==> src/rtl/demux4_stream_pkg.sv <==
// Shared constants and types for the 4-way stream demultiplexer.
//   NUM_CH     : number of output channels
//   SEL_W      : width of the channel select
//   CHAN_DEPTH : entries per channel buffer
//   CNT_W      : width of a per-channel entry count
//   chan_state_e : per-channel fill state; encoding equals the entry count
package demux4_stream_pkg;

  localparam int unsigned NUM_CH     = 4;
  localparam int unsigned SEL_W      = 2;
  localparam int unsigned CHAN_DEPTH = 2;
  localparam int unsigned CNT_W      = 2;

  typedef enum logic [1:0] {
    EMPTY = 2'd0,
    ONE   = 2'd1,
    FULL  = 2'd2
  } chan_state_e;

endpackage

==> src/rtl/demux_chan_fifo.sv <==
// Two-entry FIFO for one demux channel.
//   i_clk       : clock, rising edge
//   i_rst       : asynchronous active-high reset
//   i_push      : write i_data this edge (caller guarantees not full)
//   i_data      : beat payload
//   i_out_ready : consumer takes the head beat when o_valid is high
//   o_valid     : head beat present
//   o_full      : registered full flag
//   o_data      : head payload, stable while o_valid and not popped
//   o_count     : entry count 0..2
module demux_chan_fifo
  import demux4_stream_pkg::*;
#(
  parameter int unsigned WIDTH = 1,
  parameter int unsigned DEPTH = CHAN_DEPTH
) (
  input  logic             i_clk,
  input  logic             i_rst,
  input  logic             i_push,
  input  logic [WIDTH-1:0] i_data,
  input  logic             i_out_ready,
  output logic             o_valid,
  output logic             o_full,
  output logic [WIDTH-1:0] o_data,
  output logic [CNT_W-1:0] o_count
);

  chan_state_e      r_state;
  chan_state_e      w_state_nxt;
  logic             r_wr_ptr;
  logic             r_rd_ptr;
  logic [WIDTH-1:0] r_mem [DEPTH];
  logic             w_pop;

  assign w_pop = (r_state != EMPTY) && i_out_ready;

  always_ff @(posedge i_clk or posedge i_rst) begin
    if (i_rst) begin
      r_state  <= EMPTY;
      r_wr_ptr <= 1'b0;
      r_rd_ptr <= 1'b0;
    end else begin
      r_state <= w_state_nxt;
      // 1-bit pointers wrap 1 -> 0 naturally
      if (i_push) r_wr_ptr <= ~r_wr_ptr;
      if (w_pop)  r_rd_ptr <= ~r_rd_ptr;
    end
  end

  // Storage carries no reset; occupancy state alone decides validity.
  always_ff @(posedge i_clk) begin
    if (i_push) r_mem[r_wr_ptr] <= i_data;
  end

  always_comb begin
    w_state_nxt = r_state;
    unique case (r_state)
      EMPTY:   if (i_push) w_state_nxt = ONE;
      ONE: begin
        if (i_push && !w_pop)      w_state_nxt = FULL;
        else if (w_pop && !i_push) w_state_nxt = EMPTY;
      end
      FULL:    if (w_pop) w_state_nxt = ONE;
      default: w_state_nxt = EMPTY;
    endcase
  end

  always_comb begin
    o_valid = (r_state != EMPTY);
    o_full  = (r_state == FULL);
    o_data  = r_mem[r_rd_ptr];
    o_count = r_state;
  end

endmodule

==> src/rtl/demux4_stream.sv <==
// Routes a single valid/ready input stream to one of four buffered output
// channels chosen by in_sel. Each channel has its own 2-entry FIFO, so a full
// channel only stalls beats addressed to it.
//   clk, reset : clock and asynchronous active-high reset
//   in_valid / in_ready / in_sel / in_data : upstream beat and destination
//   out_valid / out_ready / out_data       : per-channel downstream handshakes
//   occupancy  : 2-bit entry count per channel, channel k at [2k+1:2k]
module demux4_stream
  import demux4_stream_pkg::*;
#(
  parameter int unsigned WIDTH = 1,
  parameter int unsigned DEPTH = 2
) (
  input  logic                    clk,
  input  logic                    reset,
  input  logic                    in_valid,
  output logic                    in_ready,
  input  logic [SEL_W-1:0]        in_sel,
  input  logic [WIDTH-1:0]        in_data,
  output logic [NUM_CH-1:0]       out_valid,
  input  logic [NUM_CH-1:0]       out_ready,
  output logic [NUM_CH*WIDTH-1:0] out_data,
  output logic [NUM_CH*CNT_W-1:0] occupancy
);

  logic [NUM_CH-1:0] w_full;
  logic [NUM_CH-1:0] w_push;

  // Ready depends only on registered full flags, never on out_ready.
  assign in_ready = ~w_full[in_sel];

  for (genvar g = 0; g < NUM_CH; g++) begin : g_ch
    assign w_push[g] = in_valid && in_ready && (in_sel == SEL_W'(g));

    demux_chan_fifo #(
      .WIDTH (WIDTH),
      .DEPTH (DEPTH)
    ) u_fifo (
      .i_clk       (clk),
      .i_rst       (reset),
      .i_push      (w_push[g]),
      .i_data      (in_data),
      .i_out_ready (out_ready[g]),
      .o_valid     (out_valid[g]),
      .o_full      (w_full[g]),
      .o_data      (out_data[g*WIDTH +: WIDTH]),
      .o_count     (occupancy[g*CNT_W +: CNT_W])
    );
  end

endmodule

==> config.mk <==
export PLATFORM = sky130hd
export DESIGN_NAME = demux4_stream
export DESIGN_NICKNAME = d
export VERILOG_FILES = /design/src/rtl/demux4_stream_pkg.sv /design/src/rtl/demux_chan_fifo.sv /design/src/rtl/demux4_stream.sv
export SDC_FILE = /design/constraint.sdc
export NUM_CORES = 1
export LEC_CHECK = 0
export ABC_AREA = 1
export CAP_MARGIN = 20
export CORE_MARGIN = 10
export CORE_UTILIZATION = 53
export DETAILED_ROUTE_END_ITERATION = 10
export PLACE_DENSITY = 0.83
export SLEW_MARGIN = 5
export SYNTH_ARGS = -nofsm -noshare
export SYNTH_HDL_FRONTEND = slang
export SYNTH_HIERARCHICAL = 1
export SYNTH_SLANG_ARGS = --single-unit
==> constraint.sdc <==
create_clock -name clk -period 4.1 [get_ports clk]
set_clock_uncertainty 0.15 [all_clocks]
set_input_delay 0.82 -clock clk [delete_from_list [all_inputs] [get_ports clk]]
set_output_delay 0.82 -clock clk [all_outputs]
set_load 0.02 [all_outputs]
## Word-level counts from Yosys, hierarchy flattened

Memory sizes are Yosys's and may differ from the RTL's.
Index checks and enable logic that the tools add are counted.
Widths: inputs -> output; s select.

- Memories kept: 4
- ROM bits: 0
- Bits in latches: 0
- Register bits after elaboration: 16
- Bits in writable memories: 8
- Output and inout port bits: 17
- Bits of input ports: 10

- Muxes and demuxes: 30
- Magnitude comparators: 1
- Add/sub/neg operators: 0
- Shift-type cells: 0
- Eq/ne operators: 23
- Bitwise logic cells: 9
- Div/mod/pow operators: 0
- Multipliers: 0
- Reductions and logical operators: 38

Memories:

| name | depth | bits a word | rd ports | clocked after Yosys merged registers in | wr ports | RTL line | text |
|---|---|---|---|---|---|---|---|
| g_ch[0].u_fifo.r_mem | 2 | 1 | 1 | 0 | 1 | demux_chan_fifo.sv:32 | `logic [WIDTH-1:0] r_mem [DEPTH];` |
| g_ch[1].u_fifo.r_mem | 2 | 1 | 1 | 0 | 1 | demux_chan_fifo.sv:32 |  |
| g_ch[2].u_fifo.r_mem | 2 | 1 | 1 | 0 | 1 | demux_chan_fifo.sv:32 |  |
| g_ch[3].u_fifo.r_mem | 2 | 1 | 1 | 0 | 1 | demux_chan_fifo.sv:32 |  |

Operators by type and width:

| cell | number |
|---|---|
| $mux 2 | 16 |
| $pmux 2 s3 | 4 |
| $logic_and 1x1->1 | 17 |
| $eq 2x2->1 const B | 6 |
| $ne 3x1->1 const B | 4 |
| $reduce_and 3->1 | 4 |
| $eq 2x1->1 const B | 5 |
| $logic_not 2->1 | 5 |
| $mux 1 | 9 |
| $not 1->1 | 9 |
| $logic_not 1->1 | 8 |
| $ne 2x1->1 const B | 4 |
| $ne 2x2->1 const B | 4 |
| $reduce_bool 2->1 | 4 |
| $lt 2x3->1 const B | 1 |
| $bmux 1 s2 | 1 |

## Longest topological paths before layout

Gate-level depths: netlist (run 1).

- Depth after elaboration: 11
- Depth in mapped cells: 12
- Depth with buffers taken out: 12

## Cells and area by module

Netlist (run 1), hierarchy kept.

Modules (own cells, without submodules):

| module | times used | area each (µm²) | cells an instance | sequential area each (µm²) |
|---|---|---|---|---|
| demux_chan_fifo (g_ch[1].u_fifo ...) | 3 | 292.8 | 34 | 160.2 |
| demux_chan_fifo (g_ch[0].u_fifo) | 1 | 271.5 | 30 | 160.2 |
| demux4_stream | 1 | 101.3 | 21 | 0.0 |

## Least setup slack after synthesis (run 1)

OpenSTA, ideal clock, no wires.

- Kind: input port to output port
- Start point: input in_sel[0]
- End point: output in_ready
- Setup slack: 1,887 ps
- Cell stages on the path: 5
- Data arrival time: 1,243 ps
- Path through: inv_2 nand2_1 nand2_1 nand2_2 and2_2

- Cells in the longest elaborated chain, start to end: 3

Ends and longest elaborated chain:

| what | RTL line | text |
|---|---|---|
| start, declared | demux4_stream.sv:18 | `input logic [SEL_W-1:0] in_sel,` |
| $bmux 1 s2 | demux4_stream.sv:30 | `assign in_ready = ~w_full[in_sel];` |
| $mux 1 (not written as such) | demux4_stream.sv:30 |  |
| $not 1->1 | demux4_stream.sv:30 |  |
| end, declared | demux4_stream.sv:17 | `output logic in_ready,` |

No other way between the ends. The select of a mux whose other input is x is not followed.

## Final worst setup path (run 1)

Ends and elaborated chain as after synthesis.

==> results of run 1 <==
[stage by stage]
stage          hold WS [ps]  setup slack [ps]  total power [mW]   util  cells
6_report                352               725             0.942  0.716    211
5_1_grt                 393               666              1.01  0.716    211
4_1_cts                 355               734             0.953  0.716    211
3_5_place_dp            333               733             0.786  0.692    207
3_3_place_gp            328               794             0.772  0.692    207
2_1_floorplan           312              1890             0.614      -    153
[cells by family after synthesis]
group                    Yosys count  share of synthesized area
buffers and inverters             33                     0.0990
AND/OR/NAND/NOR                   86                      0.316
flip-flops                        24                      0.512
adder cells (fa/ha/maj)            3                     0.0300
AO/OA/AOI/OAI                      2                    0.00800
XOR/XNOR                           5                     0.0350
[routing by layer]
metal / up-vias / GRT usage / part of all wire
met1: 460 / 0.119 / 0.41
met5: - / 0 / 0
li1: 529 / - / -
met4: 0 / 0.0503 / 0.015
met2: 25 / 0.228 / 0.51
met3: 4 / 0.0403 / 0.067
[registers in the layout (all words and copies together), names as in the netlist]
signal	cells
g_ch.u_fifo/r_rd_ptr	4
g_ch.u_fifo/r_mem	8
g_ch.u_fifo/o_count	8
g_ch.u_fifo/r_wr_ptr	4
[placed cells by master, fill, tap and decap left out, drive strengths merged]
cell type      instances
clkdlybuf4s50         26
bufinv                 1
xor2                   5
dfrtp                 16
ha                     3
edfxtp                 8
nand3b                 3
a21oi                  2
and2                   1
clkbuf                 3
inv                   33
nand3                 14
nor2                  17
nand4                  2
nand2                 49
[area by class of cell]
| type | instances | area (sq um) | area share |
|---|---|---|---|
| Multi-Input combinational cell | 96 | 487 | 0.304 |
| Tap cell | 28 | 35.0 | 0.0219 |
| Inverter | 33 | 124 | 0.0775 |
| Timing Repair Buffer | 26 | 260 | 0.163 |
| Clock buffer | 3 | 22.5 | 0.0141 |
| Sequential cell | 24 | 641 | 0.401 |
| Clock inverter | 1 | 30.0 | 0.0188 |
[worst min path at each step]
| stage | cells past startpoint | end | slack, ps | from |
|---|---|---|---|---|
| 3_5_place_dp | 1 | g_ch[3].u_fifo/r_wr_ptr | 330 | g_ch[3].u_fifo/r_wr_ptr |
| 4_1_cts | 1 | g_ch[3].u_fifo/r_wr_ptr | 350 | g_ch[3].u_fifo/r_wr_ptr |
| 6_report | 1 | g_ch[1].u_fifo/r_wr_ptr | 350 | g_ch[1].u_fifo/r_wr_ptr |
| 2_1_floorplan | 2 | g_ch[1].u_fifo/r_rd_ptr | 310 | g_ch[1].u_fifo/r_rd_ptr |
| 5_1_grt | 1 | g_ch[1].u_fifo/r_wr_ptr | 390 | g_ch[1].u_fifo/r_wr_ptr |
| 3_3_place_gp | 1 | g_ch[2].u_fifo/r_wr_ptr | 330 | g_ch[2].u_fifo/r_wr_ptr |
[critical path, stage by stage]
cell and delay, ps:
clkdlybuf4s50_1 570, inv_2 70, nand2_1 70, nand2_2 60
nand2_2 60, and2_2 140, clkdlybuf4s50_1 610
[power groups by stage]
stage	Clock (mW)	Sequential (mW)	Combinational, mW
floorplan	0	0.395	0.220
global placement	0	0.379	0.394
detailed placement	0	0.381	0.404
CTS	0.169	0.377	0.407
global route	0.180	0.388	0.446
finish	0.165	0.377	0.401
==> reports/results.txt, run 1 <==
Combinational power share: 0.425
Top cell type's share of synthesized area: 0.320
Initial antenna violation count: 0
Crit. End Element: output pin
Sw power: 0.357 mW
Placed inst area: 0.00155 sq mm
Number of vias per cell: 4.82
Layout cells sized above 1: 0.120
Initial Utilization: 0.560
Leak pwr: 0.830 nW
Top cells by area, synth: dfrtp_1 32%, edfxtp_1 19%, nand2_1 13%
1st-pass router iterations: 4
Worst Hold Class: reg -> reg
Buffers added on ports: 26
Post CTS Setup Buffer Count: 0
Synthesized instance count: 153
# nets final: 197
Gr ovfl total: 0
Max-slew violation count: 0
CTS Buffer Depth: 2
Final Wtd Congestion: 0.785
Pwr dens: 589 mW/mm^2
DR iter-0 viols: 35
CP arrival: 2410 ps
Critical Path Source Type: input pin
Slew @ Worst Pin: 327 ps
Max VDD drop: 0.430 mV
Synth top cells by count: 42 x nand2_1, 28 x inv_1, 16 x dfrtp_1
WL/cell: 12.3 um
# resized after CTS: 0
Status: finished clean
Number of synthesized flops with an enable pin: 8
Fin crit period: 3380 ps
Post-synthesis register bit count: 24
Final wirelength: 2590 um
Top cell type by total area after synthesis: dfrtp_1
Setup TNS: 0 ps
Detailed-route via count: 1,018
Period utilization: 0.823
Max Freq: 296 MHz
Hold_buf cts: 0
Number of remaining DRC errors: 0
Syn nets: 166
Global-route wire length before repair: 4440 um
Clk sink count: 24
# rows: 17
Vias in the first global route: 1,116
Largest net degree at the start of global routing: 15
Max cap viols: 0
Core area: 0.00223 sq mm
I/O pin count: 27
Final HPWL DP: 2150 um
R2R cell count: 11
Worst setup path start: in_sel[0]
Post-DRT Antenna Nets: 0
Switch share: 0.379
Async SR Flop Fraction: 0.667
Netlist Area Pre-Place: 0.00125 sq mm
Cell Int Power: 0.585 mW
Area grow syn2layout: 27.8%
Fin area: 0.00160 sq mm
Die Width: 68.6 um
Slew headroom: 0.781
Die ar.: 0.00470 sq mm
Crit Path Category: in -> out
Reg2reg start: g_ch[3].u_fifo/o_count[1]
Mean area per synthesized cell: 8.18 sq um
N_diodes: 0
Gr usage total: 0.122
Clock root buffer: clkbuf_4
Setup crit end: in_ready
Cell with the most instances after synthesis: nand2_1
R2R Path End: g_ch[3].u_fifo/o_count[1]
Clk_lat worst skew: 300 ps
WP data required: 3130 ps
Reg2reg setup slack: 2180 ps
Sequential area share after synthesis: 0.512
Clock slew at the register clock pins of the worst setup and hold paths: 120 ps
Final setup fails: 0
Reg power frac: 0.400
CTS tree: built
Hold violation total from the final report: 0
Synth Flop Type: dfrtp_1
Die H: 68.6 um
TritonCTS Buffers: 3
Synth cell types: 16
H-tree levels: 1
YS warnings: 6
Critical path peak fanout: 5
Unrepaired setup endpoints after global routing: no
Clk pwr share: 0.175
Fillers: 174
(Power assumes the default switching activity.)
==> run 2, diff against run 1 <==
Settings changed: CORE_UTILIZATION 53 to 45, PLACE_DENSITY 0.83 to 0.75.
Clock period 4.1 ns to 2.9 ns, I/O delays scaled along.
==> reports/results.txt, run 2 (synthesis gave the netlist of run 1 again) <==
Critical Path Source Type: input pin
Worst path max stage delay: 560 ps
Max Freq: 399 MHz
WL/cell: 12.4 um
N_diodes: 0
Critical path peak fanout: 5
Leak pwr: 0.817 nW
Crit path buf inv count: 2
M1 WL: 1140 um
I/O pin count: 27
1st-pass router iterations: 5
Crit. End Element: output pin
Largest net degree at the start of global routing: 14
Number of vias per cell: 4.84
Status: finished clean
Area grow syn2layout: 26.2%
Final Wtd Congestion: 0.838
Final HPWL DP: 2180 um
CP delay by family, top: buffers and inverters
CP cell instances: clkdlybuf4s50_1 -> nand2_1 -> nand2_1 -> nand2_2 -> and2_2 -> dlymetal6s2s_1
Initial antenna violation count: 0
Crit Path Category: in -> out
TritonCTS Buffers: 3
Slew @ Worst Pin: 352 ps
Hold Path End: g_ch[3].u_fifo/r_wr_ptr
Multi-input gate area: 487 sq um
CP arrival: 1770 ps
Reg area: 641 sq um
Period utilization: 0.863
Global-route wire length before repair: 4530 um
Gr ovfl total: 0
Slew headroom: 0.765
Reg2reg setup slack: 980 ps
Max VDD drop: 0.516 mV
Max Used Layer: met4
# rows: 19
Slowest cell on crit path: clkdlybuf4s50_1
R2R cell count: 11
Detailed-route via count: 1,036
Vias in the first global route: 1,019
R2R Path End: g_ch[2].u_fifo/o_count[1]
Number of remaining DRC errors: 0
Worst Hold Class: reg -> reg
Metal3 WL: 196 um
Initial Utilization: 0.462
Fin crit period: 2500 ps
Most frequent cells in the layout: 42 x nand2_1, 28 x inv_1, 25 x clkdlybuf4s50_1, 16 x dfrtp_1, 14 x nor2_1
WP data required: 2170 ps
Routed length on met2: 1310 um
Final setup fails: 0
H-tree levels: 1
Reg2reg start: g_ch[1].u_fifo/o_count[1]
Post-DRT Antenna Nets: 0
Levels on crit path: 6
Hold violation total from the final report: 0
Clk sink count: 24
Die H: 72.7 um
Clock root buffer: clkbuf_4
Die ar.: 0.00529 sq mm
Max-slew violation count: 0
Gr usage total: 0.106
Buffers added on ports: 26
Die Width: 72.7 um
Setup TNS: 0 ps
Commonest non-fill, non-tap cell in the layout: nand2_1
Clock slew at the register clock pins of the worst setup and hold paths: 120 ps
WHS Path Cells: 1
CTS tree: built
Core area: 0.00271 sq mm
Pwr dens: 787 mW/mm^2
CP dominant cell by count: nand2_1
Final wirelength: 2650 um
Fillers: 244
Max cap viols: 0
Core Util, Final: 0.583
Layout cells sized above 1: 0.115
# nets final: 197
Unrepaired setup endpoints after global routing: no
CTS Buffer Depth: 2
DR iter-0 viols: 44
Clk_lat worst skew: 300 ps
Worst Min Path Start: g_ch[3].u_fifo/r_wr_ptr
==> run 2: cell count changes in the layout (fill, tap and decap cells not counted), sizes merged <==
cell / change
bufinv: -1
clkbuf: +1
dlymetal6s2s: +1
clkdlybuf4s50: -1
==> run 2: worst max path at each step <==
stage                     slack, ps                       from       end
after floorplan                1120  g_ch[3].u_fifo/o_count[1]  in_ready
after global placement           70                  in_sel[0]  in_ready
after detailed placement         10                  in_sel[0]  in_ready
after CTS                         3                  in_sel[0]  in_ready
after global routing            320                  in_sel[0]  in_ready
final                           400                  in_sel[0]  in_ready
==> run 2: layout make-up <==
class | count | area share
clock buffer | 4 | 0.0166
timing repair buffer | 26 | 0.166
multi-input combinational | 96 | 0.308
sequential | 24 | 0.406
inverter | 33 | 0.0784
tap | 31 | 0.0246
==> run 2: per-stage QoR <==
| stage | std cells | hold WS (ps) | total power [mW] | instance area (sq um) | worst slack, ps |
|---|---|---|---|---|---|
| final | 214 | 355 | 1.24 | 1580 | 397 |
| after global routing | 214 | 370 | 1.35 | 1580 | 322 |
| after CTS | 214 | 355 | 1.26 | 1580 | 3.14 |
| after detailed placement | 210 | 332 | 1.11 | 1550 | 11.9 |
| after global placement | 210 | 328 | 1.09 | 1550 | 74.0 |
| after floorplan | 153 | 196 | 0.869 | 1250 | 1120 |
==> run 2: layer usage <==
| metal | vias up | track usage |
|---|---|---|
| met2 | 24 | 0.172 |
| met3 | 2 | 0.0381 |
| met5 | - | 0 |
| met4 | 0 | 0.0380 |
| li1 | 530 | - |
| met1 | 480 | 0.125 |
==> run 2: where the power goes <==
part / leakage, nW / internal [mW] / switching, mW
clock network: 0.0150 / 0.0536 / 0.0919
logic: 0.531 / 0.244 / 0.318
registers: 0.270 / 0.444 / 0.0906
==> run 2: repair_timing <==
item	CTS	global route
hold buffers	0	0
gates resized for setup	0	1
buffers inserted	0	0
setup endpoints to repair	0	1
